**config.mk**
```make
export PLATFORM = sky130hd
export DESIGN_NAME = user_hs_loopback_fifo
export DESIGN_NICKNAME = d
export VERILOG_FILES = /design/src/rtl/user_hs_loopback_fifo.sv
export SDC_FILE = /design/constraint.sdc
export NUM_CORES = 1
export LEC_CHECK = 0
export BUFFER_PORTS_ARGS = -buffer_cell sky130_fd_sc_hd__buf_2
export CORE_ASPECT_RATIO = 1.4
export CORE_MARGIN = 4
export CORE_UTILIZATION = 60
export DETAILED_ROUTE_END_ITERATION = 8
export GPL_ROUTABILITY_DRIVEN = 0
export PLACE_DENSITY = 0.79
export SYNTH_ARGS = -nofsm -noshare
export SYNTH_HDL_FRONTEND = slang
export SYNTH_SLANG_ARGS = --single-unit
```
**constraint.sdc**
```tcl
create_clock -name clk_user -period 4.72 [get_ports clk_user]
set_clock_uncertainty 0.15 [all_clocks]
set_input_delay 0.944 -clock clk_user [delete_from_list [all_inputs] [get_ports clk_user]]
set_output_delay 0.944 -clock clk_user [all_outputs]
set_load 0.05 [all_outputs]
```
**src/rtl/user_hs_loopback_fifo.sv**
```systemverilog
// User-side loopback endpoint: words accepted on the leaf->user stream are buffered
// in a first-word-fall-through FIFO and replayed, in order, on the user->leaf stream.
module user_hs_loopback_fifo #(
  parameter int PAYLOAD_BITS = 32,
  parameter int DEPTH_BITS   = 4,
  parameter int CNT_BITS     = 32
) (
  input  logic                    clk_user,
  input  logic                    reset,
  input  logic [PAYLOAD_BITS-1:0] din_leaf_interface2user,
  input  logic                    vld_interface2user,
  output logic                    ack_user2interface,
  output logic [PAYLOAD_BITS-1:0] dout_user2interface,
  output logic                    vld_user2interface,
  input  logic                    ack_interface2user,
  output logic [DEPTH_BITS:0]     fifo_count,
  output logic [CNT_BITS-1:0]     rx_count,
  output logic [CNT_BITS-1:0]     tx_count
);

  // Handshake: a word moves on a rising clk_user edge where vld && ack are both 1;
  // a source holds data stable while vld=1, and vld never depends on ack combinationally.

  localparam int DEPTH = 1 << DEPTH_BITS;
  localparam logic [DEPTH_BITS:0] FULL_COUNT = {1'b1, {DEPTH_BITS{1'b0}}};

  logic [PAYLOAD_BITS-1:0] mem [DEPTH];
  logic [DEPTH_BITS-1:0]   wr_ptr;
  logic [DEPTH_BITS-1:0]   rd_ptr;
  logic                    push;
  logic                    pop;

  // Both flags come from the registered count only: a full FIFO does not accept
  // in the same cycle it pops, so there is no combinational ack path.
  assign ack_user2interface  = (fifo_count != FULL_COUNT);
  assign vld_user2interface  = (fifo_count != '0);
  assign dout_user2interface = vld_user2interface ? mem[rd_ptr] : '0;

  assign push = vld_interface2user && ack_user2interface;
  assign pop  = vld_user2interface && ack_interface2user;

  // Storage is deliberately left out of reset.
  always_ff @(posedge clk_user) begin
    if (push) begin
      mem[wr_ptr] <= din_leaf_interface2user;
    end
  end

  always_ff @(posedge clk_user or posedge reset) begin
    if (reset) begin
      wr_ptr     <= '0;
      rd_ptr     <= '0;
      fifo_count <= '0;
      rx_count   <= '0;
      tx_count   <= '0;
    end else begin
      if (push) begin
        wr_ptr   <= wr_ptr + 1'b1;
        rx_count <= rx_count + 1'b1;
      end
      if (pop) begin
        rd_ptr   <= rd_ptr + 1'b1;
        tx_count <= tx_count + 1'b1;
      end
      case ({push, pop})
        2'b10:   fifo_count <= fifo_count + 1'b1;
        2'b01:   fifo_count <= fifo_count - 1'b1;
        default: fifo_count <= fifo_count;
      endcase
    end
  end

endmodule

```
Word level (Yosys, flattened, before mapping)
Memories as Yosys holds them, arrays and structs flattened.
Cells that the tools add are included.

word-level totals
  memories kept = 1
  bits in writable memories = 512
  word-level logic and storage cells = 23
  bits of input ports = 36
  flip-flop bits (word level) = 77

operators by class
  add/sub/neg operators = 6
  muxes and demuxes = 4
  eq/ne operators = 3
  reduce and logical (&&, ||, !) cells = 4

memories
  memory  words  bits a word  rd ports  clocked after Yosys merged registers in  write ports  line  source
  mem     16     32           1         0                                        1            27    logic [PAYLOAD_BITS-1:0] mem [DEPTH];

operators with widths
  cell                                                 number
  adder 32 x 1 -> 32 bit, second input constant        2
  two-way mux 32 bit                                   1
  case mux 5 bit (2 select lines)                      1
  adder 4 x 1 -> 4 bit, second input constant          2
  adder 5 x 1 -> 5 bit, second input constant          1
  inequality test 5 bit, second input constant         1
  nonzero test 5 bit                                   1
  subtractor 5 x 1 -> 5 bit, second input constant     1
  equality test 2 x 1 -> 1 bit, second input constant  1
  equality test 2 bit, second input constant           1
  logical AND 1 bit                                    2
  two-way mux 1 bit                                    2
  nonzero test 2 bit                                   1

Longest topological paths before layout
Gate-level depths: netlist of run 1.

  word-level depth = 4
  mapped depth = 12

Worst setup path after synthesis of run 1
Ideal clock, no wire load.

  path kind = register -> register
  from = register fifo_count[2]
  to = memory mem[0][0], enable pin
  setup time = 0.461 ns
  setup slack = 0.297 ns
  required time = 4.109 ns
  arrival = 3.812 ns
  stages on the path, launching flop included = 7
  buffers on the path = 2
  period minus slack after synthesis = 4.423 ns
  cell sequence = dfrtp_1 > buf_2 > nor4_4 > a21boi_1 > buf_2 > nand2_1 > nor3_1

on the way
  cells in the longest elaborated chain, start to end = 4

ends and longest elaborated chain
  what                                     line  source
  start: declaration                       16    output logic [DEPTH_BITS:0] fifo_count,
  start signal: assignment                 66    2'b10: fifo_count <= fifo_count + 1'b1;
  start signal: assignment                 67    2'b01: fifo_count <= fifo_count - 1'b1;
  start signal: assignment                 68    default: fifo_count <= fifo_count;
  inequality test 5 bit                    35    assign ack_user2interface = (fifo_count != FULL_COUNT);
  logical AND 1 bit                        39    assign push = vld_interface2user && ack_user2interface;
  two-way mux 1 bit                        44    if (push) begin
  two-way mux 1 bit (implied by the code)  45    mem[wr_ptr] <= din_leaf_interface2user;
  end: declaration                         27

Every way passes these cells.

Worst setup path after layout of run 1
  from = register rd_ptr[1]
  to = output dout_user2interface[22]

on the way
  cells in the longest elaborated chain, start to end = 2

ends and longest elaborated chain
  what                      line  source
  start: declaration        29    logic [DEPTH_BITS-1:0] rd_ptr;
  start signal: assignment  62    rd_ptr <= rd_ptr + 1'b1;
  memory (16 x 32 bit)      -
  two-way mux 32 bit        37    assign dout_user2interface = vld_user2interface ? mem[rd_ptr] : '0;
  end: declaration          13    output logic [PAYLOAD_BITS-1:0] dout_user2interface,

Every way passes these cells.

==> results of run 1 <==
## stage by stage
step | util (%) | setup slack (ns) | cells | hold slack (ns)
6_report | 69.8 | 0.649 | 1812 | 0.280
5_1_grt | 69.8 | 0.387 | 1811 | 0.324
4_1_cts | 69.8 | 0.571 | 1811 | 0.280
3_5_place_dp | 65.1 | 1.22 | 1714 | 0.312
3_3_place_gp | 65.1 | 1.25 | 1714 | 0.308
2_1_floorplan | - | 0.297 | 1120 | 0.424
## cell usage after synthesis
library cell,count
a211o_1,1
a211oi_1,1
a21boi_1,1
a21o_1,2
a21oi_1,5
a31oi_1,1
and2_1,5
and3_1,9
and4_1,8
buf_1,4
buf_2,23
buf_4,6
clkbuf_1,19
dfrtp_1,77
edfxtp_1,512
ha_1,10
inv_1,9
mux2_2,4
mux2i_1,64
mux4_2,128
nand2_1,36
nand2_2,1
nand2b_1,4
nand3_1,22
nand3b_1,1
nand4_1,19
nor2_1,21
nor2b_1,2
nor3_1,7
nor3_4,2
nor3b_1,1
nor4_1,1
nor4_4,1
o21ai_0,3
o22ai_1,32
or2_1,1
or2_2,1
or3_1,1
xnor2_1,59
xor2_1,16
## power by group
| group | switching [mW] | internal [mW] | total (mW) |
|---|---|---|---|
| Combinational | 3.40 | 2.01 | 5.40 |
| Clock | 1.82 | 2.53 | 4.35 |
| Sequential | 0.470 | 6.24 | 6.71 |
## routing by layer
layer	GRT usage [%]	share of wire [%]
met5	0	0.043
met4	8.13	3.0
met3	3.63	7.0
met2	40.2	52
met1	31.5	37
## logic make-up (layout without fill, tap and decap cells)
kind of cell / after synthesis / count (layout) / share of synthesized area, %
AOI/OAI and AO/OA: 46 / 46 / 1.24
xor gates and xnor gates: 75 / 75 / 2.86
muxes: 196 / 196 / 15.5
adders and majority gates: 10 / 10 / 0.544
DFF: 589 / 589 / 75.3
and+or+nand+nor: 143 / 143 / 3.36
other: 0 / 1 / 0
buffers and inverters: 61 / 279 / 1.22
## area by class of cell
| type | count | area (sq um) | share of cell area, % |
|---|---|---|---|
| antenna | 1 | 2.50 | 0.00950 |
| sequential | 589 | 17300 | 65.7 |
| timing repair buffer | 173 | 1100 | 4.19 |
| clock buffer | 62 | 1380 | 5.25 |
| tap | 473 | 592 | 2.25 |
| clock inverter | 35 | 388 | 1.47 |
| multi-input combinational | 470 | 5520 | 21.0 |
| inverter | 9 | 35.0 | 0.133 |
## worst max-delay path, stage by stage, from the launching register on
cell	delay, ns
dfrtp_4	0.78
buf_4	0.38
mux4_2	0.54
mux2i_1	0.22
o22ai_1	0.16
buf_2	0.27
## worst paths after layout
| check | start | end | slack (ns) | cells after the start |
|---|---|---|---|---|
| worst max-delay path | rd_ptr[1] | dout_user2interface[22] | 0.65 | 5 |
| worst min-delay path | reset | tx_count[19] | 0.28 | 2 |
| worst max register to register | fifo_count[1] | fifo_count[4] | 1.64 | 11 |
| worst min register to register | tx_count[31] | tx_count[31] | 0.32 | 1 |
| max in group asynchronous | reset | fifo_count[4] | 3.20 | 3 |
| min in group clk_user | tx_count[31] | tx_count[31] | 0.32 | 1 |
## flip-flops by register name, summed over array words and instances, names as in the netlist
signal      flops
fifo_count      5
mem           512
wr_ptr          4
rx_count       32
tx_count       32
rd_ptr          4
==> results.json, run 1 <==
{
  "final_cell_area_sq_um": 26300,
  "grt_pass1_wl_um": 73800,
  "leakage_nw": 9.22,
  "crit_fanout": 29,
  "cts_tree": "done",
  "crit_type": "flip-flop to output pin",
  "die_h_um": 240,
  "dp_hpwl_um": 27100,
  "worst_ir_drop_vdd_mv": 0.463,
  "area_growth_pct": 14.5,
  "syn-num-nets": 1166,
  "synthCells": 1120,
  "post-cts-setup-buffers": 0,
  "hold_class": "input pin to async pin",
  "drtIter0Drc": 1132,
  "required_ns": 3.63,
  "outcome": "finished clean",
  "powerDensity_nw_per_um2": 625,
  "htree_levels": 2,
  "ys_warn_count": 0,
  "cts_resized": 0,
  "nets": 1341,
  "max_freq_mhz": 246,
  "max_cap_violations": 0,
  "cp-start-kind": "flip-flop",
  "cts_root_buffer": "clkbuf_16",
  "drtPass1Iterations": 5,
  "clock_sinks": 589,
  "grt_max_degree": 68,
  "drc": 0,
  "die_w_um": 173,
  "ys_seq_elements": 589,
  "yosysTopAreaCell": "edfxtp_1",
  "synth.area.top_cells": "edfxtp_1, mux4_2, dfrtp_1, mux2i_1, xnor2_1",
  "grt_usage_pct": 23.5,
  "final_common_cell": "edfxtp_1",
  "grt-ovfl-total": 0,
  "antenna_found_initial": 2,
  "ioPinCount": 139,
  "hold_buffers": 0,
  "synth.avg_cell_area_sq_um": 20.5,
  "rsz0062_at_grt": "false",
  "hold_violations": 0,
  "cts_buffers": 52,
  "slew_viol_final": 0,
  "grt_pass1_vias": 11900,
  "via_per_inst": 6.33,
  "finalPower_mw": 16.5,
  "min_period_ns": 4.07,
  "cp-end-kind": "output pin",
  "drt_wl_total_um": 48400,
  "dpl_cell_area_sq_um": 24600,
  "yosysSeqAreaShare_pct": 75.3,
  "ys_types": 40,
  "drt.antenna.violating_nets": 0,
  "clk_pin_slew_ns": 0.07,
  "relSlewSlack_pct": 49.8,
  "drive_gt1_share_pct": 30.6,
  "setup_violations": 0,
  "vias": 11500,
  "die_area_sq_um": 41600,
  "core_area_sq_um": 37700,
  "netlist_area_sq_um": 23000,
  "clk_path_buf_depth": 3,
  "start_util_pct": 60.9,
  "port_buffers": 138,
  "insertion_delay_ns": 0.58,
  "yosys.area.top_type_share_pct": 66.9,
  "timing.setup.tns_ns": 0,
  "post-route-period-util_pct": 86.2,
  "wl_per_cell_um": 26.7,
  "crit_arrival_ns": 2.98,
  "n_fill_cell": 2191,
  "rows": 84,
  "tightest_slew_ns": 0.753,
  "layout.cells.most_common_list": "edfxtp_1, buf_2, mux4_2"
}
No activity file was read; power rests on OpenSTA's default activity.
==> inputs of run 2 (changes only) <==
--- a/config.mk
+++ b/config.mk
@@ -5,13 +5,14 @@
 export SDC_FILE = /design/constraint.sdc
 export NUM_CORES = 1
 export LEC_CHECK = 0
-export BUFFER_PORTS_ARGS = -buffer_cell sky130_fd_sc_hd__buf_2
 export CORE_ASPECT_RATIO = 1.4
 export CORE_MARGIN = 4
 export CORE_UTILIZATION = 60
 export DETAILED_ROUTE_END_ITERATION = 8
+export DONT_BUFFER_PORTS = 1
 export GPL_ROUTABILITY_DRIVEN = 0
-export PLACE_DENSITY = 0.79
+export PLACE_DENSITY = 0.76
+export REMOVE_ABC_BUFFERS = 1
 export SYNTH_ARGS = -nofsm -noshare
 export SYNTH_HDL_FRONTEND = slang
 export SYNTH_SLANG_ARGS = --single-unit
==> run 2 against run 1 <==
Effect of this change: clock power decreased by 5.1%; via count decreased by 4.5%; global-route usage decreased by 0.69 points; routed wire length decreased by 3.0%; flip-flop and latch count unchanged; clock-buffer cell count unchanged; total power decreased by 1.1%; critical endpoint is now dout_user2interface[18]; final area decreased by 2.4%; highest routed layer is now met4; sequential power increased by 4.6%; largest power group unchanged.
==> results.json, run 2 (synthesis gave the netlist of run 1 again) <==
{
  "outcome": "finished clean",
  "dp_hpwl_um": 26000,
  "die_area_sq_um": 41600,
  "register_area_sq_um": 17300,
  "layout.cells.most_common_list": "edfxtp_1, mux4_2, dfrtp_1",
  "relSlewSlack_pct": 46.0,
  "port_buffers": 0,
  "drt.antenna.violating_nets": 0,
  "reg2reg_to": "fifo_count[4]",
  "hold_buffers": 0,
  "slowest_stage": "dfrtp_1",
  "antenna_found_initial": 0,
  "regMostFlops": "mem",
  "cts_tree": "done",
  "crit_fanout": 13,
  "min_period_ns": 4.43,
  "max_stage_delay_ns": 0.65,
  "crit_type": "flip-flop to output pin",
  "cts_root_buffer": "clkbuf_16",
  "cp-end-kind": "output pin",
  "diodes": 0,
  "setup_slack_ns": 0.292,
  "drive_gt1_share_pct": 24.2,
  "grt_pass1_vias": 11300,
  "insertion_delay_ns": 0.57,
  "vias": 11000,
  "grt_usage_pct": 22.8,
  "rrSetupSlack_ns": 1.11,
  "grt_pass1_wl_um": 71000,
  "crit_arrival_ns": 3.33,
  "cts_resized": 0,
  "rows": 84,
  "ioPinCount": 139,
  "top_regs": "mem: 512 flops, rx_count: 32 flops, tx_count: 32 flops",
  "crit_chain": "nor4_4 > nand2_2 > nand2b_1 > buf_12 > o22ai_1 > buf_4",
  "core_area_sq_um": 37700,
  "multi_input_area_sq_um": 5520,
  "setup_violations": 0,
  "slew_viol_final": 0,
  "nets": 1234,
  "cts_buffers": 52,
  "post-cts-setup-buffers": 0,
  "largest_reg_flops": 512,
  "die_h_um": 240,
  "final_common_cell": "edfxtp_1",
  "wl_per_cell_um": 27.6,
  "start_util_pct": 60.9,
  "drtPass1Iterations": 5,
  "via_per_inst": 6.43,
  "required_ns": 3.63,
  "worst_ir_drop_vdd_mv": 0.560,
  "pre_cts_ws_ns": 0.877,
  "powerDensity_nw_per_um2": 634,
  "drc": 0,
  "hold_class": "input pin to async pin",
  "hold_violations": 0,
  "rsz0062_at_grt": "false",
  "max_cap_violations": 0,
  "drtIter0Drc": 1141,
  "n_fill_cell": 2289,
  "reg2reg_depth": 11,
  "drt_wl_total_um": 47000,
  "tightest_slew_ns": 0.808,
  "clock_sinks": 589,
  "timing.setup.tns_ns": 0,
  "grt-ovfl-total": 0,
  "clk_pin_slew_ns": 0.06,
  "area_growth_pct": 11.8,
  "cp-start-kind": "flip-flop",
  "reg2reg_from": "fifo_count[1]",
  "max_freq_mhz": 226,
  "post-route-period-util_pct": 93.8,
  "die_w_um": 173,
  "grt_max_degree": 46,
  "leakage_nw": 8.69,
  "clk_path_buf_depth": 3,
  "htree_levels": 2
}
==> run 2: metrics by stage <==
| step | std cells | hold WS (ns) | utilization (%) | total power [mW] | area (sq um) |
|---|---|---|---|---|---|
| floorplan | 1068 | 0.406 | - | 10.9 | 22700 |
| global placement | 1607 | 0.457 | 63.7 | 12.2 | 24000 |
| detailed placement | 1607 | 0.476 | 63.7 | 12.3 | 24000 |
| CTS | 1704 | 0.266 | 68.1 | 16.4 | 25700 |
| global route | 1704 | 0.276 | 68.1 | 17.0 | 25700 |
| finish | 1704 | 0.255 | 68.1 | 16.3 | 25700 |
==> run 2: metal layers <==
metal	share of wire [%]	up-vias	track usage, %
li1	-	4666	-
met1	38	5766	30.6
met2	51	457	38.9
met3	7.9	76	4.66
met4	2.4	0	6.32
met5	0	-	0
==> run 2: how the worst max path moves through the flow <==
stage          depth (start not counted)          start                 endpoint
2_1_floorplan                          3      rd_ptr[1]  dout_user2interface[30]
3_3_place_gp                           6  fifo_count[1]   dout_user2interface[3]
3_5_place_dp                           6  fifo_count[1]  dout_user2interface[16]
4_1_cts                                6  fifo_count[1]  dout_user2interface[16]
5_1_grt                                6  fifo_count[1]  dout_user2interface[16]
6_report                               6  fifo_count[1]  dout_user2interface[18]
==> run 2: worst max-delay path: cells and delay by family, from the launching register on <==
kind            cells  cell delay [ns]
buf+inv             2             0.46
flops               1             0.65
simple gates        3             1.53
compound gates      1             0.11
==> run 2: final cells by class <==
| cell class | count | share of cell area, % |
|---|---|---|
| multi-input combinational | 470 | 21.5 |
| tap | 473 | 2.30 |
| timing repair buffer | 66 | 2.27 |
| clock inverter | 35 | 1.15 |
| sequential | 589 | 67.4 |
| clock buffer | 62 | 5.29 |
| inverter | 9 | 0.131 |
==> run 2: power by group <==
| group | internal [mW] | switching [mW] |
|---|---|---|
| clock | 2.33 | 1.80 |
| combinational | 2.12 | 3.01 |
| sequential | 6.23 | 0.789 |
==> inputs of run 3 (changes only) <==
--- a/config.mk
+++ b/config.mk
@@ -7,11 +7,11 @@
 export LEC_CHECK = 0
 export CORE_ASPECT_RATIO = 1.4
 export CORE_MARGIN = 4
-export CORE_UTILIZATION = 60
+export CORE_UTILIZATION = 45
 export DETAILED_ROUTE_END_ITERATION = 8
 export DONT_BUFFER_PORTS = 1
 export GPL_ROUTABILITY_DRIVEN = 0
-export PLACE_DENSITY = 0.76
+export PLACE_DENSITY = 0.62
 export REMOVE_ABC_BUFFERS = 1
 export SYNTH_ARGS = -nofsm -noshare
 export SYNTH_HDL_FRONTEND = slang
==> run 3 against run 2 <==
Effect of this change: die area grew 32%; largest cell class unchanged; cell count grew 10%; final area grew 1.4%; critical endpoint is now dout_user2interface[26]; sequential power is essentially flat; flip-flop and latch count is the same; setup slack gained 0.18 ns; highest routed layer unchanged.
==> results.json, run 3 (synthesis gave the netlist of run 1 again) <==
{
  "outcome": "finished clean",
  "cp-end-kind": "output pin",
  "switchingPower_mw": 5.73,
  "top_regs": "mem: 512 flops, rx_count: 32 flops, tx_count: 32 flops",
  "p_int_mw": 10.8,
  "powerDensity_nw_per_um2": 636,
  "clock_sinks": 589,
  "core_area_sq_um": 50200,
  "wl_per_cell_um": 25.9,
  "cp-start-kind": "flip-flop",
  "regMostFlops": "mem",
  "leakage_nw": 8.74,
  "wl_met3_um": 3220,
  "grt-ovfl-total": 0,
  "sw_frac_of_total_pct": 34.6,
  "die_w_um": 199,
  "grt_pass1_vias": 11400,
  "relSlewSlack_pct": 46.3,
  "met1_length_um": 18800,
  "dpl_cell_area_sq_um": 24300,
  "rrSetupSlack_ns": 1.11,
  "cp_common_cell": "buf_4",
  "drtPass1Iterations": 4,
  "dp_cells": 1780,
  "cts_resized": 0,
  "drtIter0Drc": 650,
  "insertion_delay_ns": 0.60,
  "p_seq_share_pct": 42.5,
  "cts_buffers": 54,
  "final_cells": 1879,
  "routed.top_layer": "met4",
  "setup_violations": 0,
  "clk_path_buf_depth": 3,
  "final_common_cell": "edfxtp_1",
  "hold_violations": 0,
  "clk_pin_slew_ns": 0.06,
  "timing.setup.tns_ns": 0,
  "clkPwrFrac_pct": 26.3,
  "grt_pass1_wl_um": 72800,
  "post-route-period-util_pct": 90.0,
  "slew_viol_final": 0,
  "reg2reg_from": "fifo_count[1]",
  "worst-path-buf-inv": 2,
  "crit_chain": "nor4_4 > nand2_2 > nand2_1 > buf_4 > o22ai_1 > buf_4",
  "crit_fanout": 8,
  "routed-wl-met2_um": 25500,
  "die_h_um": 275,
  "drc": 0,
  "grt_max_degree": 47,
  "via_per_inst": 5.75,
  "ioPinCount": 139,
  "port_buffers": 0,
  "area_growth_pct": 13.3,
  "reg2reg_depth": 11,
  "largest_reg_flops": 512,
  "hold_class": "input pin to async pin",
  "max_stage_delay_ns": 0.66,
  "drt_wl_total_um": 48700,
  "p_comb_share_pct": 31.2,
  "layout.cells.most_common_list": "edfxtp_1, mux4_2, dfrtp_1",
  "post-cts-setup-buffers": 0,
  "cp_top_family": "simple AND/OR/NAND/NOR gates",
  "antenna_found_initial": 0,
  "max_cap_violations": 0,
  "final_cell_area_sq_um": 26100,
  "reg2reg_to": "fifo_count[4]",
  "fin_util_pct": 51.9,
  "slowest_stage": "dfrtp_1",
  "min_period_ns": 4.25,
  "drt.antenna.violating_nets": 0,
  "hold_buffers": 0,
  "setup_slack_ns": 0.474,
  "worst_ir_drop_vdd_mv": 0.480,
  "grt_usage_pct": 17.9,
  "vias": 10800,
  "rows": 97,
  "crit_type": "flip-flop to output pin",
  "required_ns": 3.63,
  "dp_hpwl_um": 27900,
  "start_util_pct": 45.8,
  "cts_root_buffer": "clkbuf_16",
  "max_freq_mhz": 235,
  "die_area_sq_um": 54800,
  "htree_levels": 2,
  "crit_arrival_ns": 3.15,
  "pre_cts_ws_ns": 1.08,
  "tightest_slew_ns": 0.806,
  "rsz0062_at_grt": "false",
  "drive_gt1_share_pct": 25.0,
  "nets": 1239,
  "diodes": 0,
  "cts_tree": "done"
}
## run 3: changes by cell type in the layout (fill, tap and decap cells not counted), sizes merged
cell      change
bufinv        +2
buf           +3
clkinvlp      +4
inv           -2
clkbuf        -2
## run 3: worst reg2reg max path: cells and delay by family (launching register included)
kind | cells | cell delay (ns)
AOI/OAI and AO/OA | 2 | 0.34
xor gates and xnor gates | 2 | 0.31
DFF | 1 | 0.66
and+or+nand+nor | 4 | 1.37
buffers and inverters | 1 | 0.15
adders and majority gates | 2 | 0.54
## run 3: area by class of cell
class / instances / area (sq um)
inverter: 9 / 35.0
tap: 643 / 805
multi-input combinational: 470 / 5520
sequential: 589 / 17300
fill: 3994 / 24200
timing repair buffer: 69 / 618
clock buffer: 60 / 1370
clock inverter: 39 / 392
## run 3: worst max path at each step
stage | from | to | cells after the start
4_1_cts | rd_ptr[1] | dout_user2interface[0] | 5
2_1_floorplan | rd_ptr[1] | dout_user2interface[30] | 3
3_3_place_gp | rd_ptr[1] | dout_user2interface[0] | 5
6_report | fifo_count[1] | dout_user2interface[26] | 6
5_1_grt | fifo_count[1] | dout_user2interface[26] | 6
3_5_place_dp | rd_ptr[1] | dout_user2interface[0] | 5
## run 3: power by group through the flow
stage / Clock [mW] / Combinational [mW] / Sequential, mW
floorplan: 0 / 3.63 / 7.30
global placement: 0 / 5.26 / 7.14
detailed placement: 0 / 5.27 / 7.17
CTS: 4.45 / 5.28 / 7.06
global route: 4.68 / 5.49 / 7.12
finish: 4.36 / 5.18 / 7.04
## run 3: through the flow
stage          hold slack [ns]  power, mW
3_3_place_gp             0.447       12.4
3_5_place_dp             0.480       12.4
2_1_floorplan            0.406       10.9
6_report                 0.194       16.6
5_1_grt                  0.236       17.3
4_1_cts                  0.183       16.8
## run 3: per-layer routing
| layer | vias to the layer above | global-route usage (%) |
|---|---|---|
| li1 | 4680 | - |
| met1 | 5760 | 22.6 |
| met2 | 292 | 31.2 |
| met3 | 68 | 4.18 |
| met4 | 0 | 4.75 |
| met5 | - | 0 |
